File: src/rtl/alu_pkg.sv
// Shared ALU definitions: opcode encoding {funct7[5], funct3}, datapath widths, bit-reverse helper.
// Imported by alu_core, alu_shifter and the decoder that drives alu_op.
package alu_pkg;

   localparam int XLEN    = 32;
   localparam int SHAMT_W = 5;

   typedef enum logic [3:0] {
      ALU_ADD  = 4'h0,
      ALU_SLL  = 4'h1,
      ALU_SLT  = 4'h2,
      ALU_SLTU = 4'h3,
      ALU_XOR  = 4'h4,
      ALU_SRL  = 4'h5,
      ALU_OR   = 4'h6,
      ALU_AND  = 4'h7,
      ALU_SUB  = 4'h8,
      ALU_LUI  = 4'hB,
      ALU_SRA  = 4'hD
   } alu_op_e;

   function automatic logic [XLEN-1:0] bit_rev(input logic [XLEN-1:0] v);
      logic [XLEN-1:0] r;
      r = '0;
      for (int i = 0; i < XLEN; i++) begin
         r[i] = v[XLEN-1-i];
      end
      return r;
   endfunction

endpackage

File: src/rtl/alu_shifter.sv
// 5-stage logarithmic barrel shifter (SLL/SRL/SRA); purely combinational, zero latency, no backpressure.
// Left shifts reverse the word, shift right with zero fill, then reverse back.
module alu_shifter
   import alu_pkg::*;
(
   input  logic [XLEN-1:0]    data_i,
   input  logic [SHAMT_W-1:0] shamt_i,
   input  logic               left_i,
   input  logic               arith_i,
   output logic [XLEN-1:0]    data_o
);

   logic [SHAMT_W:0][XLEN-1:0] stage;
   logic                       fill;

   // Sign fill only applies to arithmetic right shifts; the reversed left path always zero-fills.
   assign fill     = arith_i & ~left_i & data_i[XLEN-1];
   assign stage[0] = left_i ? bit_rev(data_i) : data_i;

   genvar k;
   generate
      for (k = 0; k < SHAMT_W; k++) begin : g_stage
         localparam int S = 2 ** k;
         assign stage[k+1] = shamt_i[k] ? {{S{fill}}, stage[k][XLEN-1:S]} : stage[k];
      end
   endgenerate

   assign data_o = left_i ? bit_rev(stage[SHAMT_W]) : stage[SHAMT_W];

endmodule

File: src/rtl/alu_core.sv
// RV32I execute-stage ALU: combinational result (0 cycles) plus a 1-cycle registered copy.
// No handshake or backpressure; inputs may change every cycle.
module alu_core
   import alu_pkg::*;
(
   input  logic            clk,
   input  logic            rst_n,
   input  logic [3:0]      alu_op,
   input  logic [XLEN-1:0] operand_a,
   input  logic [XLEN-1:0] operand_b,
   output logic [XLEN-1:0] alu_data,
   output logic [XLEN-1:0] alu_data_q
);

   logic            sub_en;
   logic [XLEN-1:0] b_op;
   logic [XLEN:0]   sum;
   logic            ovf;
   logic            slt;
   logic            sltu;
   logic [XLEN-1:0] shift_res;
   logic [XLEN-1:0] result_d;
   logic [XLEN-1:0] result_q;

   // One 33-bit adder serves ADD, SUB and both compares; compares run it as A - B.
   assign sub_en = alu_op[3] | (alu_op[2:1] == 2'b01);
   assign b_op   = sub_en ? ~operand_b : operand_b;
   assign sum    = {1'b0, operand_a} + {1'b0, b_op} + {{XLEN{1'b0}}, sub_en};

   assign ovf  = (operand_a[XLEN-1] ^ operand_b[XLEN-1]) & (sum[XLEN-1] ^ operand_a[XLEN-1]);
   assign slt  = sum[XLEN-1] ^ ovf;
   assign sltu = ~sum[XLEN];

   alu_shifter u_shifter (
      .data_i  (operand_a),
      .shamt_i (operand_b[SHAMT_W-1:0]),
      .left_i  (~alu_op[2]),
      .arith_i (alu_op[3]),
      .data_o  (shift_res)
   );

   always_comb begin
      result_d = '0;
      case (alu_op)
         ALU_ADD,
         ALU_SUB:  result_d = sum[XLEN-1:0];
         ALU_SLT:  result_d = {{(XLEN-1){1'b0}}, slt};
         ALU_SLTU: result_d = {{(XLEN-1){1'b0}}, sltu};
         ALU_XOR:  result_d = operand_a ^ operand_b;
         ALU_OR:   result_d = operand_a | operand_b;
         ALU_AND:  result_d = operand_a & operand_b;
         ALU_SLL,
         ALU_SRL,
         ALU_SRA:  result_d = shift_res;
         ALU_LUI:  result_d = operand_b;
         default:  result_d = '0;
      endcase
   end

   assign alu_data = result_d;

   always_ff @(posedge clk or negedge rst_n) begin
      if (!rst_n) begin
         result_q <= '0;
      end else begin
         result_q <= result_d;
      end
   end

   assign alu_data_q = result_q;

endmodule

File: config.mk
export PLATFORM = sky130hd
export DESIGN_NAME = alu_core
export DESIGN_NICKNAME = d
export VERILOG_FILES = /design/src/rtl/alu_pkg.sv /design/src/rtl/alu_shifter.sv /design/src/rtl/alu_core.sv
export SDC_FILE = /design/constraint.sdc
export NUM_CORES = 1
export LEC_CHECK = 0
export CAP_MARGIN = 20
export CELL_PAD_IN_SITES_DETAIL_PLACEMENT = 2
export CELL_PAD_IN_SITES_GLOBAL_PLACEMENT = 2
export CORE_MARGIN = 5
export CORE_UTILIZATION = 33
export DETAILED_ROUTE_END_ITERATION = 10
export PLACE_DENSITY_LB_ADDON = 0.1
export SYNTH_ARGS = -nofsm -noshare
export SYNTH_HDL_FRONTEND = slang
export SYNTH_SLANG_ARGS = --single-unit
File: constraint.sdc
create_clock -name clk -period 6.35 [get_ports clk]
set_input_delay 0.9525 -clock clk [delete_from_list [all_inputs] [get_ports clk]]
set_output_delay 0.9525 -clock clk [all_outputs]
set_load 0.02 [all_outputs]
=== Yosys cells after proc, flatten, opt, wreduce, memory -nomap -nowiden ===
Index checks and enable logic that the tools add are counted.

* Logic and storage cells: 38
* Register bits after elaboration: 32

* Eq/ne operators: 11
* Multiplexer cells: 9
* Reduce and logical (&&, ||, !) cells: 3
* Bitwise gates (word level): 12
* Add/sub/neg operators: 2

{| class="wikitable"
|+ Operators by type and width
! cell !! count
|-
| $mux W32 || 8
|-
| $pmux W32 S8 || 1
|-
| $add A32 B32 Y33 || 1
|-
| $add A33 B1 Y33 || 1
|-
| $and A32 B32 Y32 || 1
|-
| $not A32 Y32 || 1
|-
| $or A32 B32 Y32 || 1
|-
| $xor A32 B32 Y32 || 1
|-
| $eq A4 B3 Y1 const B || 4
|-
| $eq A4 B4 Y1 const B || 3
|-
| $eq A4 B2 Y1 const B || 2
|-
| $eq A4 B1 Y1 const B || 1
|-
| $logic_not A4 Y1 || 1
|-
| $and A1 B1 Y1 || 3
|-
| $reduce_or A3 Y1 || 1
|-
| $xor A1 B1 Y1 || 3
|-
| $eq A2 B1 Y1 const B || 1
|-
| $reduce_or A2 Y1 || 1
|-
| $not A1 Y1 || 1
|-
| $or A1 B1 Y1 || 1
|}

=== Depth between registers and ports, before layout ===
Gate-level depths: netlist (run 1).

* Depth after elaboration: 9
* Mapped depth: 15

=== Cells and area by module ===
A second synthesis (run 1) with hierarchy kept.

* Cell total of the unflattened synthesis: 1080
* Area total of the unflattened synthesis: 8531.9 um^2

{| class="wikitable"
|+ By module, submodules not included
! module !! instances !! cells an instance !! area each (um^2)
|-
| alu_core || 1 || 619 || 4937.2
|-
| alu_shifter || 1 || 461 || 3594.7
|}

=== Worst setup path after synthesis (run 1) ===
OpenSTA, ideal clock, no wires.

* Path kind: in2out
* From: input alu_op[1]
* To: output alu_data[21]
* Path buffers: 2
* Data required time: 5.398 ns
* Data arrival time: 4.296 ns
* Slack: 1.101 ns
* Stages on the path: 14
* Cells stage by stage: buf_2 -> nor2b_1 -> nor2_1 -> buf_1 -> xnor2_1 -> ha_1 -> o21ai_0 -> a21o_1 -> a211oi_1 -> o21bai_1 -> o311ai_1 -> a21oi_1 -> xnor2_1 -> a221o_1

* Cells in the longest elaborated chain, start to end: 6

{| class="wikitable"
|+ RTL lines
! item !! RTL line !! source
|-
| start, declared || alu_core.sv:8 || <nowiki>input logic [3:0] alu_op,</nowiki>
|-
| $eq A2 B1 Y1 || alu_core.sv:26 || <nowiki>assign sub_en = alu_op[3] | (alu_op[2:1] == 2'b01);</nowiki>
|-
| $or A1 B1 Y1 || alu_core.sv:26 ||
|-
| $mux W32 || alu_core.sv:27 || <nowiki>assign b_op = sub_en ? ~operand_b : operand_b;</nowiki>
|-
| $add A32 B32 Y33 || alu_core.sv:28 || <nowiki>assign sum = {1'b0, operand_a} + {1'b0, b_op} + {{XLEN{1'b0}}, sub_en};</nowiki>
|-
| $add A33 B1 Y33 || alu_core.sv:28 ||
|-
| $pmux W32 S8 * || alu_core.sv:44 || <nowiki>case (alu_op)</nowiki>
|-
| end, declared || alu_core.sv:11 || <nowiki>output logic [XLEN-1:0] alu_data,</nowiki>
|}

Every way passes the cells marked *; elsewhere a longest branch is shown, timed or not.

=== Final worst setup path (run 1) ===
* From: input alu_op[1]
* To: output alu_data[0]

* Cells in the longest elaborated chain, start to end: 9

{| class="wikitable"
|+ RTL lines
! item !! RTL line !! source
|-
| $eq A2 B1 Y1 || alu_core.sv:26 ||
|-
| $or A1 B1 Y1 || alu_core.sv:26 ||
|-
| $mux W32 || alu_core.sv:27 ||
|-
| $add A32 B32 Y33 || alu_core.sv:28 ||
|-
| $add A33 B1 Y33 || alu_core.sv:28 ||
|-
| $xor A1 B1 Y1 || alu_core.sv:30 || <nowiki>assign ovf = (operand_a[XLEN-1] ^ operand_b[XLEN-1]) & (sum[XLEN-1] ^ operand_a[XLEN-1]);</nowiki>
|-
| $and A1 B1 Y1 || alu_core.sv:30 ||
|-
| $xor A1 B1 Y1 || alu_core.sv:31 || <nowiki>assign slt = sum[XLEN-1] ^ ovf;</nowiki>
|-
| $pmux W32 S8 * || alu_core.sv:44 ||
|}

Marks and branches as above.

==> out/summary.log, run 1 <==
[logic_synthesis] mean instance size in the synthesized netlist 8.094 µm²
[cells_and_area] area grow syn2layout 24.52%
[detailed_routing] number of remaining DRC errors 0
[cts] clock transition at the registers of the reported paths 60 ps
[setup_path] classification of the worst setup path in -> out
[setup_path] biggest fanout along the worst timing path 13
[sta] crit share post-route 0.9800
[sta] achievable clock frequency 160.7 MHz
[logic_synthesis] flip-flop and latch count after synthesis 32
[setup_path] CP cell instances clkdlybuf4s50_1 -> nor2b_2 -> nor2_4 -> buf_4 -> buf_6 -> xnor2_1 -> ha_1 -> and2_1 -> and3_1 -> nand2_1 -> nor4_1 -> o21ai_2 -> a211oi_2 -> a31oi_1 -> a211o_1 -> clkdlybuf4s50_1
[place] cell area reported after detailed placement 9942 µm²
[floorplanning] Die Span X 167.2 µm
[cts] total clock sinks 32
[detailed_routing] Routed WL per cell 28.24 µm
[floorplanning] full die area 27940 µm²
[logic_synthesis] Cell Area, Synth 8150 µm²
[place] total placed cells including tap cells 1437
[logic_synthesis] number of warning messages in the yosys log 0
[floorplanning] starting density of the core 0.3351
[logic_synthesis] Post-Synthesis Cells 1007
[power] portion of total power attributed to combinational logic 0.695
[detailed_routing] DRT Wirelength 40.81 mm
[power] internal power contribution 855.8 µW
[cells_and_area] utilization after layout 0.4173
[logic_synthesis] Synth top cells by count sky130_fd_sc_hd__ha_1 (95), sky130_fd_sc_hd__nand2_1 (87), sky130_fd_sc_hd__nor2_1 (78)
[sta] Worst Hold Margin 736.0 ps
[setup_path] first element of the critical path alu_op[1]
[cells_and_area] sequential standard cell area 800.8 µm²
[setup_path] required time of the critical path 5400 ps
[floorplanning] floorplan core area 24320 µm²
[cells_and_area] number of flip-flops under the largest register name 32
[sta] slew at the pin closest to its max-slew limit 976.1 ps
[place] dpl hpwl 32.45 mm
[power] peak supply drop 0.08140 mV
[cts] CTS root buffer sky130_fd_sc_hd__clkbuf_16
[power] standby leakage power 4.259 nW
[sta] worst slew margin relative to its limit 0.3457
[logic_synthesis] Synth area leader sky130_fd_sc_hd__mux4_2
[detailed_routing] total number of vias 9005
[setup_path] delay of the slowest cell on the worst path 540 ps
[sta] total setup violations reported at the end of the flow 0
[setup_path] library cell contributing the largest single delay on the critical path sky130_fd_sc_hd__clkdlybuf4s50_1
[outcome] run status completed
[detailed_routing] Detailed Routing Iterations Pass 1 5
[cells_and_area] number of antenna cells inserted 0
[place] final weighted congestion in routability-driven placement 0.9452
[power] post-layout power 1.644 mW
[logic_synthesis] area share of the leading cell type in the synthesized netlist 0.1520
[setup_path] Critical Path End Type output pin
[cts] CTS tree done
[detailed_routing] Post-DRT Antenna Nets 0
[detailed_routing] Starting DRT DRC Count 680
[flow_run] number of violations of the max-capacitance limit 0
[sta] total count of max-transition violations in the final report 0
[setup_path] startpoint class of the critical path input port
[global_routing] GR Overflow Total 0
[logic_synthesis] Synthesized Nets 1173
[global_routing] initial antenna violation count 0
[sta] Sum Neg Setup Slack 0 ps
[setup_path] arrival time at the worst endpoint 5270 ps
[sta] Final Critical Period 6223 ps
[sta] setup repair after global routing missed its margin true
[global_routing] global-route wire length before repair 61.64 mm
[power] PD cells 162.0 nW/µm²
[power] Net Switching 787.9 µW
[detailed_routing] via/cell ratio 6.232
[logic_synthesis] most frequently used flop master after synthesis sky130_fd_sc_hd__dfrtp_1
[logic_synthesis] FFs w/ async S/R, synth 1.000
[setup_path] Worst path most repeated cell sky130_fd_sc_hd__clkdlybuf4s50_1
[power] switching share of power 0.4793
[sta] Final Hold Fails 0
[cells_and_area] final design area excluding fillers 10150 µm²
[global_routing] pin count of the biggest net entering global routing 47
[logic_synthesis] number of distinct library cells after synthesis 71
[power] sequential power share 0.147
[cells_and_area] fill cell instance count of the final layout 2732
[floorplanning] die span in y 167.2 µm
[floorplanning] floorplan row count 57
[worst_hold_path] HP Class in -> async
[place] number of port buffers 133
[cts] CTS H-Tree Depth 2
[cts] Post-CTS Setup Inserts 0
[cells_and_area] post-route non-filler standard cell count 1445
[logic_synthesis] number of enable flip-flop cells after synthesis 0
[cts] cts bufs inserted 5
[global_routing] number of global-route vias before repair 9594
[setup_path] Buf+Inv Stages, Crit Path 4
[floorplanning] # IOs 134
[cells_and_area] share of layout cells above drive strength 1 0.1356
[logic_synthesis] dominant cell by count in the synthesized netlist sky130_fd_sc_hd__ha_1
[cells_and_area] final net count 1286
[sta] minimum setup slack in the final design 127.3 ps
[logic_synthesis] sequential area share after synthesis 0.09825
[power] Clk pwr share 0.158
[place] Post-Place Worst Slack -104.4 ps
[setup_path] cell class contributing the biggest share of worst-path delay buffers and inverters
[cts] maximum buffer depth of the clock tree 2
[global_routing] overall global routing resource usage 0.2841
[logic_synthesis] biggest area contributors in the synthesized netlist sky130_fd_sc_hd__mux4_2 (15%), sky130_fd_sc_hd__ha_1 (15%), sky130_fd_sc_hd__dfrtp_1 (9.8%)
[cells_and_area] combined area of the multi-input logic cells 6778 µm²
## kinds of logic after synthesis
| family | count (synthesis) | share of synthesized area |
|---|---|---|
| AO/OA/AOI/OAI | 318 | 0.2621 |
| AND/OR/NAND/NOR | 248 | 0.1340 |
| buffers and inverters | 152 | 0.07937 |
| multiplexers | 106 | 0.2189 |
| adder cells (fa/ha/maj) | 96 | 0.1483 |
| XOR/XNOR | 55 | 0.05910 |
| flip-flops | 32 | 0.09825 |
## layout by cell type, fill, tap and decap left out, drive strengths merged, types with 5 or more instances in the layout
master / instances
a221o: 9
a211o: 8
a2111oi: 5
clkbuf: 6
xor2: 6
buf: 52
nand3: 19
xnor2: 49
and2: 8
and3: 10
a22oi: 19
o21ai: 80
a31oi: 8
a211oi: 13
o211ai: 26
dfrtp: 32
a21oi: 64
nand2: 87
nor3: 21
nor2: 78
a21o: 13
mux4: 55
mux2: 25
nand2b: 6
nor2b: 6
ha: 95
mux2i: 26
a221oi: 15
clkdlybuf4s50: 124
o2111ai: 7
o31ai: 6
inv: 76
## layout make-up
cell class                      instances  share of cell area
Clock inverter                          2           0.0009863
Multi-Input combinational cell        823              0.6679
Tap cell                              324             0.03995
Clock buffer                            6             0.01369
Sequential cell                        32             0.07891
Inverter                               78             0.02885
Timing Repair Buffer                  180              0.1698
## layer usage
layer | track usage | routed length [µm] | vias up
met5 | 0 | 0 | -
met2 | 0.4676 | 19000 | 345
met1 | 0.3777 | 17710 | 4590
li1 | - | - | 3997
met3 | 0.04455 | 2325 | 73
met4 | 0.1062 | 1771 | 0
## power groups by stage
stage               Combinational [mW]  Sequential, mW  Clock [mW]
floorplan                        0.617           0.284           0
global placement                  1.10           0.243           0
detailed placement                1.12           0.246           0
CTS                               1.13           0.242       0.271
global route                      1.22           0.244       0.279
finish                            1.14           0.241       0.260
## worst paths after layout
check,end,slack (ps),depth (start not counted)
hold / removal,alu_data_q[15],740,1
max in group asynchronous,alu_data_q[3],5090,1
min in group clk,alu_data_q[1],1450,4
setup / recovery,alu_data[0],130,16
## timing repair
item                                    CTS  global route
gates resized for setup                   5             8
hold buffers                              0             0
pin swaps                                 0             1
endpoints found under the setup margin    9             9
Note: power is estimated with default switching activity, not from simulation.
==> run 2: changes to the inputs <==
- clock period: 6.35 -> 7.1 ns (I/O delays scaled with it)
==> run 2 against run 1 <==
Against the previous run: non-clock buffer count down 3; first-iteration DRC count down 24%; critical path type unchanged; final cell count down 0.21%; sequential power down 11%; core utilization down 0.43 points; via count up 0.74%; global-route usage down 0.30 points; flip-flop and latch count unchanged.
==> out/summary.log, run 2 (synthesis results as in run 1) <==
[outcome] run status completed
[detailed_routing] number of remaining DRC errors 0 [unchanged]
[cts] total clock sinks 32 [unchanged]
[detailed_routing] Starting DRT DRC Count 520 [-24%]
[setup_path] biggest fanout along the worst timing path 12 [-1]
[cells_and_area] most frequent cells in the layout sky130_fd_sc_hd__clkdlybuf4s50_1 (128), sky130_fd_sc_hd__ha_1 (95), sky130_fd_sc_hd__nand2_1 (87), sky130_fd_sc_hd__nor2_1 (76), sky130_fd_sc_hd__inv_1 (72)
[place] Post-Place Worst Slack 14.13 ps [+118.5 ps]
[setup_path] required time of the critical path 6030 ps [+630 ps]
[detailed_routing] DRT Wirelength 40.52 mm [-0.71%]
[sta] Final Hold Fails 0 [unchanged]
[floorplanning] floorplan core area 24320 µm² [unchanged]
[setup_path] classification of the worst setup path in -> out
[sta] Final Critical Period 6801 ps
[sta] slew at the pin closest to its max-slew limit 1123 ps [+147.3 ps]
[cells_and_area] final net count 1283 [-0.23%]
[global_routing] overall global routing resource usage 0.2811 [-0.002966]
[cells_and_area] number of antenna cells inserted 0 [unchanged]
[place] final weighted congestion in routability-driven placement 0.9153 [-3.2%]
[cells_and_area] area grow syn2layout 23.23%
[sta] Sum Neg Setup Slack 0 ps [unchanged]
[detailed_routing] Detailed Routing Iterations Pass 1 5 [unchanged]
[place] number of port buffers 133 [unchanged]
[setup_path] CP cell instances clkdlybuf4s50_1 -> nor2b_1 -> nor2_4 -> buf_12 -> buf_4 -> xnor2_1 -> ha_1 -> o2111ai_1 -> a211oi_1 -> o21bai_1 -> o311ai_2 -> a21oi_1 -> xnor2_1 -> a221o_1 -> clkdlybuf4s50_1
[setup_path] startpoint class of the critical path input port
[detailed_routing] via/cell ratio 6.291 [+0.95%]
[flow_run] number of violations of the max-capacitance limit 0 [unchanged]
[cells_and_area] share of layout cells above drive strength 1 0.1261 [-0.009475]
[setup_path] first element of the critical path alu_op[1]
[cells_and_area] sequential standard cell area 800.8 µm² [unchanged]
[cts] cts bufs inserted 5 [unchanged]
[worst_hold_path] HP Class in -> async
[cts] CTS root buffer sky130_fd_sc_hd__clkbuf_16
[setup_path] library cell contributing the largest single delay on the critical path sky130_fd_sc_hd__o311ai_2
[global_routing] global-route wire length before repair 61.26 mm [-0.63%]
[cts] CTS H-Tree Depth 2 [unchanged]
[global_routing] number of global-route vias before repair 9625 [+0.32%]
[floorplanning] full die area 27940 µm² [unchanged]
[setup_path] cell class contributing the biggest share of worst-path delay compound AO/OA/AOI/OAI gates
[sta] crit share post-route 0.9579
[setup_path] delay of the slowest cell on the worst path 610 ps [+70 ps]
[setup_path] arrival time at the worst endpoint 5740 ps [+470 ps]
[cells_and_area] final design area excluding fillers 10040 µm² [-1.0%]
[detailed_routing] total number of vias 9072 [+0.74%]
[global_routing] initial antenna violation count 0 [unchanged]
[power] peak supply drop 0.07872 mV [-3.3%]
[floorplanning] starting density of the core 0.3351 [unchanged]
[sta] worst slew margin relative to its limit 0.2503 [-0.09543]
[cells_and_area] fill cell instance count of the final layout 2799 [+2.5%]
[sta] setup repair after global routing missed its margin false
[floorplanning] # IOs 134 [unchanged]
[power] PD cells 144.6 nW/µm² [-11%]
[detailed_routing] Routed WL per cell 28.10 µm [-0.50%]
[detailed_routing] Post-DRT Antenna Nets 0 [unchanged]
[setup_path] Buf+Inv Stages, Crit Path 4 [unchanged]
[cells_and_area] number of flip-flops under the largest register name 32 [unchanged]
[global_routing] pin count of the biggest net entering global routing 51 [+8.5%]
[place] cell area reported after detailed placement 9809 µm² [-1.3%]
[cells_and_area] most frequent standard cell in the layout excluding fill and tap cells sky130_fd_sc_hd__clkdlybuf4s50_1
[sta] achievable clock frequency 147.0 MHz
[sta] total setup violations reported at the end of the flow 0 [unchanged]
[floorplanning] floorplan row count 57 [unchanged]
[cts] maximum buffer depth of the clock tree 2 [unchanged]
[sta] minimum setup slack in the final design 298.9 ps [+171.6 ps]
[power] standby leakage power 4.154 nW [-2.5%]
[cells_and_area] combined area of the multi-input logic cells 6736 µm² [-0.61%]
[global_routing] GR Overflow Total 0 [unchanged]
[floorplanning] Die Span X 167.2 µm [unchanged]
[place] dpl hpwl 31.78 mm [-2.1%]
[cts] clock transition at the registers of the reported paths 50 ps [about the same]
[cts] CTS tree done
[setup_path] Critical Path End Type output pin
[sta] total count of max-transition violations in the final report 0 [unchanged]
[setup_path] Critical Path Stages 15 [-1]
[floorplanning] die span in y 167.2 µm [unchanged]
run 2: metal layers:
metal  vias to the layer above  global-route usage  share of wire
met5                         -                   0              0
li1                       3982                   -              -
met1                      4682              0.3732           0.44
met2                       337              0.4755           0.47
met3                        71             0.04173          0.056
met4                         0             0.08433          0.035
run 2: report_power, final:
part	leakage [nW]	internal (mW)	switching, mW
clock network	0.0712	0.140	0.0890
registers	0.415	0.209	0.00648
logic	3.67	0.411	0.597
total	4.15	0.760	0.693
run 2: repair_timing:
| item | 4_1_cts | 5_1_grt |
|---|---|---|
| hold buffers | 0 | 0 |
| resized for setup | 0 | 1 |
| setup endpoints to repair | 0 | 7 |
| endpoints found under the hold margin | 0 | 0 |
| setup buffers | 0 | 9 |
run 2: worst paths after layout:
check	slack (ps)	end
max	300	alu_data[21]
min	840	alu_data_q[5]
min in group clk	1490	alu_data_q[1]
max in group asynchronous	5750	alu_data_q[1]
run 2: area by class of cell:
type / count / share of cell area
timing repair buffer: 177 / 0.1654
tap: 324 / 0.04036
multi-input combinational: 823 / 0.6707
inverter: 78 / 0.02915
clock buffer: 8 / 0.01458
sequential: 32 / 0.07973
run 2: stage by stage:
stage          utilization  std cells  hold slack, ps  power [mW]
6_report            0.4130       1442           842.0       1.452
5_1_grt             0.4130       1442           931.2       1.538
4_1_cts             0.4094       1433           878.1       1.443
3_5_place_dp        0.4034       1425            1183       1.204
3_3_place_gp        0.4034       1425            1177       1.185
2_1_floorplan            -       1007           769.4      0.8056
